--- config.mk ---
export PLATFORM = sky130hd
export DESIGN_NAME = async_bus_target
export DESIGN_NICKNAME = d
export VERILOG_FILES = /design/src/rtl/async_bus_target.sv
export SDC_FILE = /design/constraint.sdc
export NUM_CORES = 1
export LEC_CHECK = 0
export BUFFER_PORTS_ARGS = -buffer_cell sky130_fd_sc_hd__buf_2
export CAP_MARGIN = 10
export CORE_ASPECT_RATIO = 1.4
export CORE_UTILIZATION = 41
export CTS_CLUSTER_SIZE = 30
export DETAILED_ROUTE_END_ITERATION = 8
export PLACE_DENSITY = 0.77
export SETUP_SLACK_MARGIN = 0.05
export SYNTH_ARGS = -nofsm -noshare
export SYNTH_HDL_FRONTEND = slang
export SYNTH_SLANG_ARGS = --single-unit
--- constraint.sdc ---
create_clock -name clk -period 1.53 [get_ports clk]
set_input_delay 0.153 -clock clk [delete_from_list [all_inputs] [get_ports clk]]
set_output_delay 0.153 -clock clk [all_outputs]
set_load 0.03 [all_outputs]
--- src/rtl/async_bus_target.sv ---
// rtl/async_bus_target.sv - slave responder for the async CS/RD/WR 16-bit parallel bus
//
// Purpose:
//   Answers the CPU-side bridge's asynchronous chip-select/read/write bus on
//   behalf of an FPGA-internal peripheral. Each bus strobe pulse becomes
//   exactly one request/ready transaction on the local register port; read
//   data is driven back with an explicit output enable.
//
// Optional feature (macro ASYNC_BUS_TARGET_WAIT_EN):
//   When defined, adds output bus_waitn, low while a local request is
//   outstanding so the host can stretch its cycle.
//
// Ports:
//   clk, rst        clock, synchronous active-high reset
//   bus_csn/rdn/wrn async active-low chip select / read / write strobes
//   bus_a, bus_din  word address and write data from host (sampled at capture)
//   bus_dout,bus_oe read data and pin output enable toward host
//   loc_valid/we/addr/wdata  local request (held stable while loc_valid=1)
//   loc_rdata,loc_ready      local completion
//   proto_err       sticky protocol-error flag, cleared by reset only
//   bus_waitn       (optional) 0 = host must extend the access

module async_bus_target #(
    parameter int ADDR_W = 17
) (
    input  logic              clk,
    input  logic              rst,
    input  logic              bus_csn,
    input  logic              bus_rdn,
    input  logic              bus_wrn,
    input  logic [ADDR_W-1:0] bus_a,
    input  logic [15:0]       bus_din,
    output logic [15:0]       bus_dout,
    output logic              bus_oe,
    output logic              loc_valid,
    output logic              loc_we,
    output logic [ADDR_W-1:0] loc_addr,
    output logic [15:0]       loc_wdata,
    input  logic [15:0]       loc_rdata,
    input  logic              loc_ready,
    output logic              proto_err
`ifdef ASYNC_BUS_TARGET_WAIT_EN
    ,
    output logic              bus_waitn
`endif
);

    typedef enum logic [2:0] {
        ST_IDLE     = 3'd0,
        ST_WR_REQ   = 3'd1,
        ST_RD_REQ   = 3'd2,
        ST_RD_DRIVE = 3'd3,
        ST_WAIT_END = 3'd4
    } state_t;

    state_t state_q, state_d;

    // Chip select is only used as a level, so it needs no history flop.
    // Read/write strobes keep a third flop for falling-edge detection.
    logic [1:0] csn_sync_q;
    logic [2:0] rdn_sync_q;
    logic [2:0] wrn_sync_q;

    logic cs_s, rd_s, wr_s;
    logic rd_fall, wr_fall, any_fall;

    logic [15:0]       bus_dout_q, bus_dout_d;
    logic              bus_oe_q, bus_oe_d;
    logic              loc_valid_q, loc_valid_d;
    logic              loc_we_q, loc_we_d;
    logic [ADDR_W-1:0] loc_addr_q, loc_addr_d;
    logic [15:0]       loc_wdata_q, loc_wdata_d;
    logic              proto_err_q, proto_err_d;

    assign cs_s = csn_sync_q[1];
    assign rd_s = rdn_sync_q[1];
    assign wr_s = wrn_sync_q[1];

    assign rd_fall  = rdn_sync_q[2] & ~rdn_sync_q[1];
    assign wr_fall  = wrn_sync_q[2] & ~wrn_sync_q[1];
    // Edges seen while deselected belong to some other target.
    assign any_fall = (rd_fall | wr_fall) & ~cs_s;

    always_ff @(posedge clk) begin
        if (rst) begin
            csn_sync_q <= 2'b11;
            rdn_sync_q <= 3'b111;
            wrn_sync_q <= 3'b111;
        end else begin
            csn_sync_q <= {csn_sync_q[0], bus_csn};
            rdn_sync_q <= {rdn_sync_q[1:0], bus_rdn};
            wrn_sync_q <= {wrn_sync_q[1:0], bus_wrn};
        end
    end

    always_ff @(posedge clk) begin
        if (rst) begin
            state_q     <= ST_IDLE;
            bus_dout_q  <= 16'h0000;
            bus_oe_q    <= 1'b0;
            loc_valid_q <= 1'b0;
            loc_we_q    <= 1'b0;
            loc_addr_q  <= '0;
            loc_wdata_q <= 16'h0000;
            proto_err_q <= 1'b0;
        end else begin
            state_q     <= state_d;
            bus_dout_q  <= bus_dout_d;
            bus_oe_q    <= bus_oe_d;
            loc_valid_q <= loc_valid_d;
            loc_we_q    <= loc_we_d;
            loc_addr_q  <= loc_addr_d;
            loc_wdata_q <= loc_wdata_d;
            proto_err_q <= proto_err_d;
        end
    end

    always_comb begin
        state_d     = state_q;
        bus_dout_d  = bus_dout_q;
        bus_oe_d    = bus_oe_q;
        loc_valid_d = loc_valid_q;
        loc_we_d    = loc_we_q;
        loc_addr_d  = loc_addr_q;
        loc_wdata_d = loc_wdata_q;
        proto_err_d = proto_err_q;

        case (state_q)
            ST_IDLE: begin
                if (!cs_s) begin
                    if (wr_fall) begin
                        // bus_a/bus_din are stable by the time the strobe has
                        // crossed the synchronizer, so they are taken raw here.
                        loc_addr_d  = bus_a;
                        loc_wdata_d = bus_din;
                        loc_we_d    = 1'b1;
                        loc_valid_d = 1'b1;
                        state_d     = ST_WR_REQ;
                        if (!rd_s) begin
                            proto_err_d = 1'b1;
                        end
                    end else if (rd_fall) begin
                        loc_addr_d  = bus_a;
                        loc_we_d    = 1'b0;
                        loc_valid_d = 1'b1;
                        state_d     = ST_RD_REQ;
                        if (!wr_s) begin
                            proto_err_d = 1'b1;
                        end
                    end
                end
            end

            ST_WR_REQ: begin
                if (loc_ready) begin
                    loc_valid_d = 1'b0;
                    state_d     = ST_WAIT_END;
                end
            end

            ST_RD_REQ: begin
                if (loc_ready) begin
                    loc_valid_d = 1'b0;
                    bus_dout_d  = loc_rdata;
                    if (!cs_s && !rd_s) begin
                        bus_oe_d = 1'b1;
                        state_d  = ST_RD_DRIVE;
                    end else begin
                        // Host gave up before data arrived; never drive pins.
                        state_d = ST_WAIT_END;
                    end
                end
            end

            ST_RD_DRIVE: begin
                if (cs_s || rd_s) begin
                    bus_oe_d = 1'b0;
                    state_d  = ST_IDLE;
                end
            end

            ST_WAIT_END: begin
                // Wait out the current strobe so one pulse = one transaction.
                if ((rd_s && wr_s) || cs_s) begin
                    state_d = ST_IDLE;
                end
            end

            default: begin
                state_d = ST_IDLE;
            end
        endcase

        if (state_q != ST_IDLE && any_fall) begin
            proto_err_d = 1'b1;
        end
    end

    assign bus_dout  = bus_dout_q;
    assign bus_oe    = bus_oe_q;
    assign loc_valid = loc_valid_q;
    assign loc_we    = loc_we_q;
    assign loc_addr  = loc_addr_q;
    assign loc_wdata = loc_wdata_q;
    assign proto_err = proto_err_q;

`ifdef ASYNC_BUS_TARGET_WAIT_EN
    assign bus_waitn = !((state_q == ST_WR_REQ) ||
                         ((state_q == ST_RD_REQ) && loc_valid_q));
`endif

endmodule
Word level (Yosys, flattened, before mapping)
Index checks and enable logic that the tools add are counted.
{"block": "classes", "n_eq_ne": 15, "muxes": 29, "bitwise": 7, "n_reduce_logical": 22}
{"op": "$mux 17", "count": 2}
{"op": "$mux 3", "count": 8}
{"op": "$mux 1", "count": 16}
{"op": "$pmux 3 s5", "count": 1}
{"op": "$ne 2x2->1 const B", "count": 6}
{"op": "$reduce_and 4->1", "count": 2}
{"op": "$reduce_bool 2->1", "count": 4}
{"op": "$eq 3x2->1 const B", "count": 2}
{"op": "$reduce_and 3->1", "count": 2}
{"op": "$reduce_and 6->1", "count": 1}
{"op": "$reduce_bool 3->1", "count": 2}
{"op": "$reduce_and 5->1", "count": 1}
{"op": "$ne 2x1->1 const B", "count": 2}
{"op": "$pmux 1 s2", "count": 2}
{"op": "$and 1x1->1", "count": 3}
{"op": "$eq 3x1->1 const B", "count": 1}
{"op": "$eq 3x3->1 const B", "count": 1}
{"op": "$logic_and 1x1->1", "count": 3}
{"op": "$logic_not 3->1", "count": 1}
{"op": "$ne 3x1->1 const B", "count": 1}
{"op": "$ne 3x2->1 const B", "count": 1}
{"op": "$ne 3x3->1 const B", "count": 1}
{"op": "$not 1->1", "count": 3}
{"op": "$logic_not 1->1", "count": 2}
{"op": "4 further kinds", "count": 5}
{"block": "word_totals", "register_bits": 64, "in_bits": 55, "out_inout_bits": 53, "word_cells": 84}

Depth between registers and ports, before layout
Gate-level depths: netlist of run 1.
{"block": "logic_depth", "word_depth": 7, "ltp_mapped": 7, "ltp_nobuf": 4}

Worst setup path before layout of run 1
No wires, ideal clock.
{"block": "synth_timing", "kind": "register to register", "startpoint": "register state_q[1]", "endpoint": "register loc_wdata_q[10], in the netlist loc_wdata[10]", "arrival_ns": 1.502, "required_time_ns": 1.398, "path_slack_ns": -0.104, "path_stages_with_launch": 8, "path_buffers": 3, "synth_period_minus_slack_ns": 1.634, "path_cell_list": "dfxtp_1 -> buf_6 -> or3_1 -> or3_1 -> clkbuf_2 -> buf_6 -> nand2_1 -> a21oi_1"}
{"block": "synth_via", "elab_chain_len": 2}
{"item": "start, declared", "line": "56", "source": "state_t state_q, state_d;"}
{"item": "start signal, assigned", "line": "107", "source": "state_q <= state_d;"}
{"item": "$logic_not 3->1", "line": "128", "source": "case (state_q)"}
{"item": "$reduce_and 3->1 (no source line)"}
{"item": "end signal, assigned", "line": "113", "source": "loc_wdata_q <= loc_wdata_d;"}
{"item": "end, declared", "line": "72", "source": "logic [15:0] loc_wdata_q, loc_wdata_d;"}
No other way between the ends.
A chain may end at the register's enable or synchronous reset.

Worst setup path in the final report of run 1
{"block": "layout_timing", "startpoint": "register state_q[0]", "endpoint": "register loc_addr_q[2], in the netlist loc_addr[2]"}
{"block": "layout_via", "elab_chain_len": 2}
{"item": "$logic_not 3->1", "line": "128"}
{"item": "$reduce_and 3->1 (no source line)"}
{"item": "end signal, assigned", "line": "112", "source": "loc_addr_q <= loc_addr_d;"}
{"item": "end, declared", "line": "71", "source": "logic [ADDR_W-1:0] loc_addr_q, loc_addr_d;"}
No other way between the ends.

==> results of run 1 <==
==> cell families (layout without fill, tap and decap cells) <==
| logic type | count (synthesis) | count (layout) | share of synthesized area (%) |
|---|---|---|---|
| and+or+nand+nor | 131 | 131 | 24.5 |
| DFF | 64 | 64 | 54.8 |
| AOI/OAI and AO/OA | 66 | 66 | 16.1 |
| buffers and inverters | 19 | 144 | 4.66 |
==> through the flow <==
step / setup slack (ns) / hold WS (ns) / cell area (um^2) / total power (uW) / std cells
floorplan: -0.0801 / 0.257 / 2350 / 1830 / 280
global placement: 0.0786 / 0.336 / 3010 / 1930 / 452
detailed placement: 0.0356 / 0.347 / 3010 / 1930 / 452
CTS: 0.0475 / 0.00187 / 3240 / 3500 / 469
global route: 0.0196 / 0.0144 / 3330 / 3590 / 473
finish: 0.0655 / 0.0150 / 3330 / 3460 / 473
==> Yosys cell counts, drive strengths merged <==
cell type	number	area share, %
buf	9	3.0
nor3b	1	0.54
a41oi	1	0.37
clkbuf	9	1.5
nand2b	4	1.1
nor2b	1	0.27
a21oi	56	12
o21ai	1	0.21
nand3b	1	0.32
or3	3	1.0
or2	9	2.4
o2bb2ai	1	0.37
dfxtp	64	55
inv	1	0.16
o211a	1	0.43
nor2	6	0.96
a211oi	2	1.2
o22ai	1	0.27
o31ai	1	0.32
a32oi	1	0.37
a211o	1	0.37
nor3	3	1.1
nor4b	1	0.37
nand2	102	16
==> how the worst max path moves through the flow <==
stage	cells after the start	slack, ns	from	to
after floorplan	7	-0.08	state_q[1]	loc_wdata[10]
after global placement	5	0.08	state_q[0]	loc_wdata[8]
after detailed placement	5	0.04	state_q[0]	loc_wdata[9]
after CTS	5	0.05	state_q[0]	loc_wdata[9]
after global routing	5	0.02	csn_sync_q[1]	loc_wdata[0]
final	5	0.07	state_q[0]	loc_addr[2]
==> power by group through the flow <==
stage               sequential [uW]  combinational (uW)  clock (uW)
global route                   1700                 228        1670
finish                         1700                 209        1550
CTS                            1690                 201        1600
detailed placement             1730                 198           0
floorplan                      1760                70.6           0
global placement               1730                 195           0
==> cell type report <==
type	count	share of cell area, %
timing repair buffer	127	22.1
clock inverter	3	1.96
tap	68	2.56
sequential	64	38.6
inverter	1	0.113
multi-input combinational	197	30.2
clock buffer	13	4.48
==> state kept, by name, indices dropped and copies added (netlist names) <==
register and flops:
loc_addr 17, bus_dout 16, loc_wdata 16, rdn_sync_q 3
state_q 3, wrn_sync_q 3, csn_sync_q 2, bus_oe 1
loc_valid 1, loc_we 1, proto_err 1
==> what timing repair did <==
item | in CTS | in global routing
setup buffers | 0 | 2
hold buffers | 1 | 0
pin swaps | 1 | 3
resized for setup | 1 | 20
gates cloned | 0 | 2
endpoints found under the setup margin | 21 | 38
hold endpoints to repair | 1 | 0
==> per-layer routing <==
| layer | wire length, um | share of wire [%] | vias up | GRT usage, % |
|---|---|---|---|---|
| met1 | 2280 | 41 | 1040 | 18.9 |
| li1 | - | - | 1155 | - |
| met3 | 336 | 6.0 | 12 | 6.16 |
| met5 | 0 | 0 | - | 0 |
| met2 | 2850 | 51 | 77 | 32.0 |
| met4 | 107 | 1.9 | 0 | 8.88 |
==> reports/results.ini, run 1 <==
[timing]
clock.fmax_mhz=683
rsz0062_at_grt=yes
fin_crit_ns=1.46
post-route-period-util_pct=95.7
tightestPinTransition_ns=0.339
finClkSkew_ns=0.00529
final_hold_viol_count=0
tns_ns=0
setup_violations=0
final-max-slew-violation-count=0
slew_headroom_pct=77.4

[die]
core_area_um2=5490
row_count=32
die_w_um=65.8
start_util_pct=42.6
dieArea_um2=6010
io_pins=108
die_h_um=91.3

[global_routing]
grt_first_pass_wirelength_um=8400
grt_usage_pct=18.3
grt-ovfl-total=0
grt_pass1_vias=2019
antenna_found_initial=0
grt_max_degree=32

[routing]
drtIter0Drc=57
routedWlPerCell_um=11.8
firstDrtPassIters=4
wirelength_um=5570
num_vias=2284
viasPerCell=4.83
ant_nets=0
drcViolationCount=0

[clock_tree]
clk_pin_slew_ns=0.06
cts_buffers=9
clk_latency_ns=0.33
clock_sinks=64
clk_path_buf_depth=2
cts_tree=built
htree_num_levels=3
root_buffer=clkbuf_8

[place]
port_buffers=107
globalplace.congestion=0.856
dp_hpwl_um=3810

[finish]
multi_input_area_um2=1000
area_growth_pct=42.3
mostFrequentLayoutCell=buf_2
drive_above_1_share_pct=41.7
ff_latch_area_um2=1280
antenna_cells=0
layout.nets=455
n_fill_cell=463
most-common-layout-cells=108 x buf_2, 101 x nand2_1, 62 x dfxtp_1, 48 x a21oi_1, 12 x buf_4
final_util_pct=60.6

[power_and_ir_drop]
p_int_uw=2750
p_sw_share_pct=20.5
ir_worst_vdd_uv=733
p_leak_uw=0.00147
seqPwrFrac_pct=49.1
pwr-share-comb_pct=6.1
clkPwrFrac_pct=44.9
p_per_area_nw_per_um2=1040
p_sw_uw=710

[setup_path]
startpoint_type=flip-flop
cp-end-kind=flip-flop
cp_max_fo=18
timing.rr.start=state_q[0]
slowest_stage=or3_4
max_stage_delay_ns=0.42
cp_num_buf_inv=1
critPathTopFamily=simple AND/OR/NAND/NOR gates
reg2reg_depth=5
crit_type=reg -> reg
timing.rr.end=loc_addr[2]
ff2ff_setup_slack_ns=0.07
arrival_ns=1.67
worstPathCellList=or3_4 -> a211o_1 -> buf_12 -> nand2_1 -> a21oi_2
cp.required_ns=1.73

[outcome]
outcome=complete, no violations

[synthesis]
yosys_warnings=0
synth_cell_types=30
ys_seq_elements=64
seq_area_frac_synth_pct=54.8
synth_area_per_cell_um2=8.35
synth_area_um2=2340
syn_inst=280
synth_fp_nets=335

[worst_hold_path]
hold_path_depth=2
worstHoldStart=bus_csn
hold_class=in -> reg
hold_end=csn_sync_q[0]

[flow_run]
cap_violations=0

No activity file was read; power rests on OpenSTA's default activity.
==> inputs of run 2 (changes only) <==
- RECOVER_POWER: unset -> 50
==> reports/results.ini, run 2 (synthesized netlist as in run 1, its figures left out) <==
[routing]
drtIter0Drc=57  ; unchanged
firstDrtPassIters=4  ; unchanged
routedWlPerCell_um=11.9  ; +0.77%
viasPerCell=4.84  ; +0.26%
num_vias=2290  ; +0.26%
ant_nets=0  ; unchanged
wirelength_um=5620  ; +0.77%
drcViolationCount=0  ; unchanged

[power_and_ir_drop]
clkPwrFrac_pct=45.0  ; about the same
p_leak_uw=0.00124  ; -16%
p_per_area_nw_per_um2=1060  ; +2.1%
seqPwrFrac_pct=49.1  ; about the same
p_sw_uw=710  ; about the same
ir_worst_vdd_uv=731  ; -0.21%
total_power_uw=3450  ; -0.13%
p_sw_share_pct=20.6  ; +0.041 points
pwr-share-comb_pct=5.9  ; -0.2 points
p_int_uw=2740  ; -0.18%

[place]
globalplace.congestion=0.856  ; unchanged
dp_worst_setup_slack_ns=0.0356  ; unchanged
place_area_um2=3010  ; unchanged
port_buffers=107  ; unchanged
dp_hpwl_um=3810  ; unchanged

[finish]
antenna_cells=0  ; unchanged
drive_above_1_share_pct=28.6  ; -13 points
most-common-layout-cells=101 x nand2_1, 62 x dfxtp_1, 57 x buf_2, 56 x clkbuf_1, 48 x a21oi_1
mostFrequentLayoutCell=nand2_1
layout.nets=455  ; unchanged
area_growth_pct=39.2
final_area_um2=3250  ; -2.1%
largest_register_ffs=17  ; unchanged

[clock_tree]
htree_num_levels=3  ; unchanged
root_buffer=clkbuf_8
clock_sinks=64  ; unchanged
cts_buffers=9  ; unchanged
clk_latency_ns=0.33  ; about the same
clk_pin_slew_ns=0.06  ; about the same
cts_tree=built
clk_path_buf_depth=2  ; unchanged

[setup_path]
arrival_ns=1.67  ; about the same
worstPathCellList=or3_4 -> a211o_1 -> buf_12 -> nand2_1 -> a21oi_2
startpoint_type=flip-flop
cp.required_ns=1.73  ; about the same
crit_type=reg -> reg
cp_num_buf_inv=1  ; unchanged
ff2ff_setup_slack_ns=0.07  ; about the same
critPathTopFamily=simple AND/OR/NAND/NOR gates
cp-end-kind=flip-flop
max_stage_delay_ns=0.42  ; about the same
cp_max_fo=18  ; unchanged
slowest_stage=or3_4

[timing]
clock.fmax_mhz=684  ; +0.19%
tightestPinTransition_ns=0.394  ; +0.0559 ns
post-route-period-util_pct=95.5  ; -0.18 points
final-max-slew-violation-count=0  ; unchanged
setup_ws_ns=0.0684  ; +0.00283 ns
fin_crit_ns=1.46  ; -0.00283 ns
slew_headroom_pct=73.8  ; -3.6 points
rsz0062_at_grt=yes
final_hold_viol_count=0  ; unchanged
setup_violations=0  ; unchanged
finClkSkew_ns=0.00494  ; -0.000351 ns
tns_ns=0  ; unchanged

[die]
core_area_um2=5490  ; unchanged
die_h_um=91.3  ; unchanged
row_count=32  ; unchanged
die_w_um=65.8  ; unchanged
io_pins=108  ; unchanged
dieArea_um2=6010  ; unchanged
start_util_pct=42.6  ; unchanged

[global_routing]
grt_usage_pct=18.3  ; unchanged
grt_first_pass_wirelength_um=8400  ; unchanged
grt_pass1_vias=2019  ; unchanged
grt_max_degree=32  ; unchanged
antenna_found_initial=0  ; unchanged
grt-ovfl-total=0  ; unchanged

[worst_hold_path]
hold_class=in -> reg

[outcome]
outcome=complete, no violations

[flow_run]
cap_violations=0  ; unchanged

-- run 2: cell types whose count changed in the layout (fill, tap and decap cells not counted) --
cell,change
clkbuf_1,+53
buf_4,-2
buf_2,-51
-- run 2: per-layer routing --
metal / vias up / track usage [%] / wire length [um]
met4: 0 / 8.88 / 107
met2: 77 / 32.0 / 2850
met1: 1044 / 18.9 / 2320
met3: 12 / 6.16 / 344
li1: 1157 / - / -
met5: - / 0 / 0
-- run 2: path summary, 6_finish.rpt --
kind | start | endpoint | cells after the start
max reg2reg | state_q[0] | loc_addr[2] | 5
min reg2reg | rdn_sync_q[0] | rdn_sync_q[1] | 1
max | state_q[0] | loc_addr[2] | 5
min | bus_csn | csn_sync_q[0] | 2
-- run 2: power by group through the flow --
| stage | logic, uW | clock network [uW] | registers [uW] |
|---|---|---|---|
| finish | 204 | 1550 | 1700 |
| global route | 223 | 1670 | 1700 |
| detailed placement | 198 | 0 | 1730 |
| global placement | 195 | 0 | 1730 |
| CTS | 201 | 1600 | 1690 |
| floorplan | 70.6 | 0 | 1760 |
-- run 2: final cells by class --
type,count,area [um^2]
clock buffer,13,149
clock inverter,3,65.1
fill,494,2230
inverter,1,3.75
multi-input combinational,197,1000
sequential,64,1280
tap,68,85.1
timing repair buffer,127,663
-- run 2: stage by stage --
step	utilization (%)	hold slack, ns	std cells
after floorplan	-	0.257	280
after global placement	54.8	0.336	452
after CTS	59.0	0.00187	469
after detailed placement	54.8	0.347	452
after global routing	59.3	0.0144	473
final	59.3	0.0156	473
-- run 2: what timing repair did --
item,in CTS,in global routing
pin swaps,1,3
endpoints found under the hold margin,1,0
hold buffers,1,0
gates resized for setup,1,20
setup endpoints to repair,21,38
cloned,0,2
buffers inserted,0,2
==> inputs of run 3 (changes only) <==
- RECOVER_POWER: 50 -> 100
==> reports/results.ini, run 3 (synthesized netlist as in run 1, its figures left out) <==
[outcome]
outcome=complete, no violations

[timing]
post-route-period-util_pct=96.6  ; +1.1 points
final-max-slew-violation-count=0  ; unchanged
setup_violations=0  ; unchanged
clock.fmax_mhz=676  ; -1.2%
final_hold_viol_count=0  ; unchanged
fin_crit_ns=1.48  ; +0.0171 ns
setup_ws_ns=0.0513  ; -0.0171 ns
rsz0062_at_grt=yes
tightestPinTransition_ns=0.399  ; +0.00424 ns
slew_headroom_pct=73.5  ; -0.28 points
finClkSkew_ns=0.00507  ; +0.000126 ns

[setup_path]
cp.required_ns=1.73  ; about the same
ff2ff_setup_slack_ns=0.05  ; -0.02 ns
cp-end-kind=flip-flop
cp_num_cells=5  ; unchanged
reg2reg_depth=5  ; unchanged
slowest_stage=or3_4
cp_max_fo=8  ; -10
cp_num_buf_inv=1  ; unchanged
timing.rr.end=loc_wdata[9]
crit_path_start=csn_sync_q[1]
worstSetupEndpoint=loc_wdata[9]
crit_type=reg -> reg
cpMostUsedCell=or3_4
arrival_ns=1.68  ; about the same
max_stage_delay_ns=0.39  ; -0.03 ns
worstPathCellList=or3_4 -> or3_4 -> buf_4 -> nand2_1 -> a21oi_1
critPathTopFamily=simple AND/OR/NAND/NOR gates
startpoint_type=flip-flop
timing.rr.start=csn_sync_q[1]

[die]
io_pins=108  ; unchanged
row_count=32  ; unchanged
die_h_um=91.3  ; unchanged
start_util_pct=42.6  ; unchanged
dieArea_um2=6010  ; unchanged
die_w_um=65.8  ; unchanged
core_area_um2=5490  ; unchanged

[power_and_ir_drop]
clkPwrFrac_pct=45.0  ; about the same
p_leak_uw=0.00122  ; -1.5%
ir_worst_vdd_uv=729  ; -0.24%
p_int_uw=2740  ; about the same
pwr-share-comb_pct=5.8  ; about the same
p_sw_share_pct=20.5  ; -0.031 points
p_per_area_nw_per_um2=1070  ; +0.92%
seqPwrFrac_pct=49.2  ; about the same
p_sw_uw=708  ; -0.27%

[finish]
mostFrequentLayoutCell=nand2_1
final_area_um2=3220  ; -1.0%
n_fill_cell=509  ; +3.0%
most-common-layout-cells=101 x nand2_1, 64 x dfxtp_1, 60 x clkbuf_1, 54 x buf_2, 51 x a21oi_1
antenna_cells=0  ; unchanged
layout.nets=455  ; unchanged
largest_register_ffs=17  ; unchanged
drive_above_1_share_pct=26.4  ; -2.2 points
area_growth_pct=37.8

[clock_tree]
clock_sinks=64  ; unchanged
clk_pin_slew_ns=0.06  ; about the same
cts_tree=built
root_buffer=clkbuf_8
htree_num_levels=3  ; unchanged
clk_path_buf_depth=2  ; unchanged
cts_buffers=9  ; unchanged
clk_latency_ns=0.33  ; about the same

[routing]
firstDrtPassIters=4  ; unchanged
num_vias=2275  ; -0.66%
ant_nets=0  ; unchanged
viasPerCell=4.81  ; -0.66%
drcViolationCount=0  ; unchanged
wirelength_um=5620  ; about the same
routedWlPerCell_um=11.9  ; about the same
drtIter0Drc=66  ; +16%

[place]
dp_worst_setup_slack_ns=0.0356  ; unchanged
place_area_um2=3010  ; unchanged
globalplace.congestion=0.856  ; unchanged
port_buffers=107  ; unchanged
dp_hpwl_um=3810  ; unchanged

[global_routing]
grt_usage_pct=18.3  ; unchanged
grt-ovfl-total=0  ; unchanged
grt_first_pass_wirelength_um=8400  ; unchanged
grt_pass1_vias=2019  ; unchanged
antenna_found_initial=0  ; unchanged
grt_max_degree=32  ; unchanged

[worst_hold_path]
hold_class=in -> reg

[flow_run]
cap_violations=0  ; unchanged

## run 3: changes by cell type in the layout (fill, tap and decap cells not counted), sizes merged
cell,delta
buf,-5
clkbuf,+5
## run 3: per-stage QoR
stage | setup TNS [ns] | util (%) | power, uW | hold WS [ns] | instances
6_report | 0 | 58.7 | 3450 | 0.0166 | 473
5_1_grt | 0 | 58.7 | 3590 | 0.0144 | 473
4_1_cts | 0 | 59.0 | 3500 | 0.00187 | 469
3_5_place_dp | 0 | 54.8 | 1930 | 0.347 | 452
3_3_place_gp | 0 | 54.8 | 1930 | 0.336 | 452
2_1_floorplan | -0.992 | - | 1830 | 0.257 | 280
## run 3: power groups by stage
stage | Sequential, uW | Combinational [uW] | Clock, uW
final | 1700 | 201 | 1550
after global routing | 1700 | 219 | 1670
after CTS | 1690 | 201 | 1600
after detailed placement | 1730 | 198 | 0
after global placement | 1730 | 195 | 0
after floorplan | 1760 | 70.6 | 0
## run 3: what timing repair did
action / CTS / global route
gates cloned: 0 / 2
endpoints found under the hold margin: 1 / 0
setup endpoints to repair: 21 / 38
gates resized for setup: 1 / 20
hold buffers: 1 / 0
setup buffers: 0 / 2
pin swaps: 1 / 3
## run 3: area by class of cell
cell class / count / area [um^2] / area share (%)
inverters: 1 / 3.75 / 0.117
clock inverters: 3 / 65.1 / 2.02
flip-flops and latches: 64 / 1280 / 39.8
well taps: 68 / 85.1 / 2.64
repair buffers: 127 / 649 / 20.2
clock buffers: 13 / 149 / 4.62
multi-input cells: 197 / 987 / 30.7
## run 3: worst min path at each step
stage | start | cells past startpoint | to
final | bus_csn | 2 | csn_sync_q[0]
after global routing | bus_csn | 2 | csn_sync_q[0]
after CTS | bus_csn | 2 | csn_sync_q[0]
after detailed placement | bus_rdn | 2 | rdn_sync_q[0]
after global placement | bus_wrn | 2 | wrn_sync_q[0]
after floorplan | bus_csn | 1 | csn_sync_q[0]
## run 3: worst reg2reg max path, cell delays in order (launching register included)
cell and delay (ns):
dfxtp_1 0.32, or3_4 0.39, or3_4 0.34, buf_4 0.17
nand2_1 0.07, a21oi_1 0.06
## run 3: metal layers
layer  track usage (%)  part of all wire, %  up-vias
li1                  -                    -     1155
met1              18.9                   41     1033
met2              32.0                   51       75
met3              6.16                  6.1       12
met4              8.88                  1.9        0
met5                 0                    0        -
